<file path="config.mk">
export PLATFORM = sky130hd
export DESIGN_NAME = dmem_arbiter
export DESIGN_NICKNAME = d
export VERILOG_FILES = /design/src/rtl/dmem_arbiter.sv
export SDC_FILE = /design/constraint.sdc
export NUM_CORES = 1
export LEC_CHECK = 0
export CORE_AREA = 2 2 86 88
export CTS_CLUSTER_DIAMETER = 80
export DETAILED_ROUTE_END_ITERATION = 10
export DIE_AREA = 0 0 88 90
export GPL_TIMING_DRIVEN = 1
export PLACE_DENSITY = 0.85
export SETUP_SLACK_MARGIN = 0.15
export SLEW_MARGIN = 15
export SYNTH_ARGS = -nofsm -noshare
export SYNTH_HDL_FRONTEND = slang
export SYNTH_SLANG_ARGS = --single-unit
export TNS_END_PERCENT = 100
</file>
<file path="constraint.sdc">
create_clock -name clk -period 4.6 [get_ports clk]
set_input_delay 0.46 -clock clk [delete_from_list [all_inputs] [get_ports clk]]
set_output_delay 0.46 -clock clk [all_outputs]
set_load 0.02 [all_outputs]
</file>
<file path="src/rtl/dmem_arbiter.sv">
// dmem_arbiter: round-robin arbiter sharing one single-port synchronous data memory between two requesters
module dmem_arbiter #(
  parameter int ADDR_W = 8,
  parameter int DATA_W = 16
) (
  input  logic              clk,
  input  logic              rst,
  input  logic              r0_req,
  input  logic              r0_we,
  input  logic [ADDR_W-1:0] r0_addr,
  input  logic [DATA_W-1:0] r0_wdata,
  output logic              r0_ack,
  output logic [DATA_W-1:0] r0_rdata,
  input  logic              r1_req,
  input  logic              r1_we,
  input  logic [ADDR_W-1:0] r1_addr,
  input  logic [DATA_W-1:0] r1_wdata,
  output logic              r1_ack,
  output logic [DATA_W-1:0] r1_rdata,
  output logic              mem_en,
  output logic              mem_we,
  output logic [ADDR_W-1:0] mem_addr,
  output logic [DATA_W-1:0] mem_wdata,
  input  logic [DATA_W-1:0] mem_rdata
);
  typedef enum logic [1:0] {IDLE, ACCESS, RDWAIT} state_t;
  state_t state_q, state_d;
  logic sel_q, sel_d, last_q, last_d;
  logic mem_en_q, mem_en_d, mem_we_q, mem_we_d;
  logic [ADDR_W-1:0] mem_addr_q, mem_addr_d;
  logic [DATA_W-1:0] mem_wdata_q, mem_wdata_d;
  logic r0_ack_q, r0_ack_d, r1_ack_q, r1_ack_d;
  logic [DATA_W-1:0] r0_rdata_q, r0_rdata_d, r1_rdata_q, r1_rdata_d;
  logic e0, e1, gnt;
  // a port is masked during its own ack cycle so a held req is not re-granted with stale fields
  assign e0  = r0_req & ~r0_ack_q;
  assign e1  = r1_req & ~r1_ack_q;
  assign gnt = (e0 & e1) ? ~last_q : e1;
  always_comb begin
    state_d     = state_q;
    sel_d       = sel_q;
    last_d      = last_q;
    mem_en_d    = 1'b0;
    mem_we_d    = 1'b0;
    mem_addr_d  = mem_addr_q;
    mem_wdata_d = mem_wdata_q;
    r0_ack_d    = 1'b0;
    r1_ack_d    = 1'b0;
    r0_rdata_d  = r0_rdata_q;
    r1_rdata_d  = r1_rdata_q;
    case (state_q)
      IDLE: if (e0 | e1) begin
        sel_d       = gnt;
        last_d      = gnt;
        mem_en_d    = 1'b1;
        mem_we_d    = gnt ? r1_we : r0_we;
        mem_addr_d  = gnt ? r1_addr : r0_addr;
        mem_wdata_d = gnt ? r1_wdata : r0_wdata;
        state_d     = ACCESS;
      end
      ACCESS: begin
        r0_ack_d = mem_we_q & ~sel_q;
        r1_ack_d = mem_we_q & sel_q;
        state_d  = mem_we_q ? IDLE : RDWAIT;
      end
      RDWAIT: begin
        r0_ack_d   = ~sel_q;
        r1_ack_d   = sel_q;
        r0_rdata_d = sel_q ? r0_rdata_q : mem_rdata;
        r1_rdata_d = sel_q ? mem_rdata : r1_rdata_q;
        state_d    = IDLE;
      end
      default: state_d = IDLE;
    endcase
  end
  always_ff @(posedge clk or posedge rst) begin
    if (rst) begin
      state_q     <= IDLE;
      sel_q       <= 1'b0;
      last_q      <= 1'b1;
      mem_en_q    <= 1'b0;
      mem_we_q    <= 1'b0;
      mem_addr_q  <= '0;
      mem_wdata_q <= '0;
      r0_ack_q    <= 1'b0;
      r1_ack_q    <= 1'b0;
      r0_rdata_q  <= '0;
      r1_rdata_q  <= '0;
    end else begin
      state_q     <= state_d;
      sel_q       <= sel_d;
      last_q      <= last_d;
      mem_en_q    <= mem_en_d;
      mem_we_q    <= mem_we_d;
      mem_addr_q  <= mem_addr_d;
      mem_wdata_q <= mem_wdata_d;
      r0_ack_q    <= r0_ack_d;
      r1_ack_q    <= r1_ack_d;
      r0_rdata_q  <= r0_rdata_d;
      r1_rdata_q  <= r1_rdata_d;
    end
  end
  assign mem_en    = mem_en_q;
  assign mem_we    = mem_we_q;
  assign mem_addr  = mem_addr_q;
  assign mem_wdata = mem_wdata_q;
  assign r0_ack    = r0_ack_q;
  assign r1_ack    = r1_ack_q;
  assign r0_rdata  = r0_rdata_q;
  assign r1_rdata  = r1_rdata_q;
endmodule
</file>
==> impl_metrics.env <==
export IMPL_cts_tree="built"
export IMPL_tns_ns=0
export IMPL_layout_nets=435
export IMPL_wl_met3_um=610
export IMPL_worstMarginPinSlew_ns=1.08
export IMPL_wl_um=7880
export IMPL_globalRouteOverflowTotal=0
export IMPL_routabilityCongestion=0.720
export IMPL_start_kind="primary input"
export IMPL_ir_drop_uv=286
export IMPL_final_common_cell="clkdlybuf4s50_1"
export IMPL_setup_viol=0
export IMPL_drv_cap=0
export IMPL_outcome="finished clean"
export IMPL_viasPerCell=5.49
export IMPL_cts_max_level=3
export IMPL_synth_distinct_cells=29
export IMPL_cp_max_fo=54
export IMPL_final_util_pct=66.9
export IMPL_insertion_delay_ns=0.33
export IMPL_critPathKind="primary input to register"
export IMPL_clk_pin_slew_ns=0.07
export IMPL_grt_max_degree=65
export IMPL_period_share_pct=57.4
export IMPL_clock_root_buffer="clkbuf_8"
export IMPL_initial_utilization_pct=45.7
export IMPL_cts_sinks=64
export IMPL_critPathRequiredTime_ns=4.85
export IMPL_drt_initial_drc_count=117
export IMPL_yosysSeqAreaShare_pct=49.9
export IMPL_n_antenna_cell=0
export IMPL_endpoint_kind="register"
export IMPL_vias=2558
export IMPL_drive_gt1_share_pct=20.2
export IMPL_maxUsedRoutingLayer="met4"
export IMPL_dpl_hpwl_um=5300
export IMPL_track_usage_pct=19.5
export IMPL_io_pins=130
export IMPL_die_y_um=90
export IMPL_arrival_ns=2.89
export IMPL_cts_hold_buffers=0
export IMPL_slew_violations=0
export IMPL_drt_met1_wl_um=3430
export IMPL_powerDensity_mw_per_mm2=710
export IMPL_ys_warnings_count=0
export IMPL_grt_setup_unrepaired="false"
export IMPL_fin_crit_ns=2.64
export IMPL_worstHoldPathType="register to register"
export IMPL_relSlewSlack_pct=28.2
export IMPL_hold_viol_final=0
export IMPL_clk_path_buf_depth=2
export IMPL_die_w_um=88
export IMPL_final_cell_mix="129 x clkdlybuf4s50_1, 63 x dfrtp_1, 32 x mux2_2"
export IMPL_fillers=569
export IMPL_fmax_ghz=0.379
export IMPL_post_cts_resized=0
export IMPL_dr_wl_met2_um=3760
export IMPL_synth_cells=245
export IMPL_cts_setup_buffers=0
export IMPL_fin_worst_skew_ns=0.0115
export IMPL_antenna_found_initial=0
export IMPL_port_buffers=129
export IMPL_std_cell_rows=31
export IMPL_post_drt_wl_per_cell_um=16.9
export IMPL_post_route_drc_count=0
export IMPL_p_leak_nw=1.91
export IMPL_coreArea_mm2=0.00702
export IMPL_grt_pass1_vias=2456
export IMPL_synth_seq_cells=64
export IMPL_syn_nets=318
export IMPL_die_area_mm2=0.00792
export IMPL_antenna_left=0
export IMPL_syn_area_per_cell_um2=13.1
export IMPL_first_pass_iters=4
export IMPL_grt_pass1_wl_um=12100
export IMPL_synth_area_mm2=0.00321
export IMPL_cts_made_buffers=9
export IMPL_area_growth_pct=46.2
layout make-up:
type                    count  area, µm²  share of cell area (%)
clock buffers               9        124                    2.64
clock inverters             7       96.3                    2.05
inverters                   5       31.3                   0.666
multi-input cells         151       1410                    30.1
flip-flops and latches     64       1600                    34.1
well taps                  99        124                    2.64
repair buffers            131       1310                    27.8
cell families (layout without fill, tap and decap cells):
group	Yosys count	in the layout	share of synthesized area, %
flops	64	64	49.9
mux	33	33	11.5
buf+inv	30	152	6.19
simple gates	36	36	9.00
fa+ha+maj	3	3	1.17
compound gates	79	79	22.2
through the flow:
step	setup WS, ns	power, mW	cell area, µm²	std cells	hold WS (ns)
after floorplan	2.54	2.14	3210	245	0.459
after CTS	1.93	3.36	4700	466	0.508
after detailed placement	1.59	2.82	4480	450	0.492
final	1.96	3.33	4700	466	0.506
after global routing	1.78	3.51	4700	466	0.524
after global placement	1.73	2.78	4480	450	0.486
worst paths after layout:
path	start	to	slack, ns	cells after the start
max	r1_req	mem_wdata[13]	1.96	5
min	r0_rdata[6]	r0_rdata[6]	0.51	1
max reg2reg	state_q[1]	mem_wdata[13]	2.37	6
min reg2reg	r0_rdata[6]	r0_rdata[6]	0.51	1
max in group asynchronous	rst	state_q[0]	3.39	3
min in group asynchronous	rst	r0_rdata[3]	0.70	3
critical path: stages:
cell             delay (ns)
clkdlybuf4s50_1        0.92
nand2b_2               0.69
a21o_4                 0.47
clkinv_8               0.14
a2bb2oi_1              0.18
synth_stat cells:
library cell | count | share of area (%)
nor3b_1 | 1 | 0.23
inv_1 | 3 | 0.35
a2bb2oi_2 | 19 | 8.9
nand3_1 | 1 | 0.16
mux2_2 | 32 | 11
ha_1 | 3 | 1.2
nor2_1 | 1 | 0.12
a21oi_1 | 2 | 0.31
clkinv_8 | 1 | 0.51
a221oi_1 | 24 | 6.5
a22o_1 | 2 | 0.55
dfstp_2 | 1 | 0.82
nand2b_1 | 4 | 0.78
buf_2 | 9 | 1.4
a21o_4 | 1 | 0.47
buf_6 | 3 | 1.1
buf_12 | 2 | 1.2
a2bb2oi_1 | 5 | 1.4
a31oi_1 | 1 | 0.19
mux2i_1 | 1 | 0.31
clkbuf_1 | 9 | 1.1
o21ai_0 | 25 | 3.9
and3b_1 | 26 | 7.1
or3b_1 | 1 | 0.27
clkinv_1 | 1 | 0.12
nand2_1 | 1 | 0.12
nand3b_1 | 1 | 0.23
dfrtp_1 | 63 | 49
buf_4 | 2 | 0.47
metal layers:
metal  track usage (%)  vias up
met5                 0        -
met4              6.28        0
met3              4.87        8
met2              31.3      114
met1              25.7     1265
li1                  -     1171
where the power goes:
part / switching (mW) / internal [mW]
Clock: 0.221 / 0.306
Combinational: 0.843 / 0.946
Sequential: 0.169 / 0.850
Total: 1.23 / 2.10
state kept, by name, indices dropped and copies added, names as in the netlist:
signal and flops:
mem_wdata 16, r1_rdata 16, r0_rdata 16, mem_addr 8, mem_en 1, r1_ack 1, state_q 2, last_q 1
r0_ack 1, sel_q 1, mem_we 1
Power figures use the tool's default switching activity.
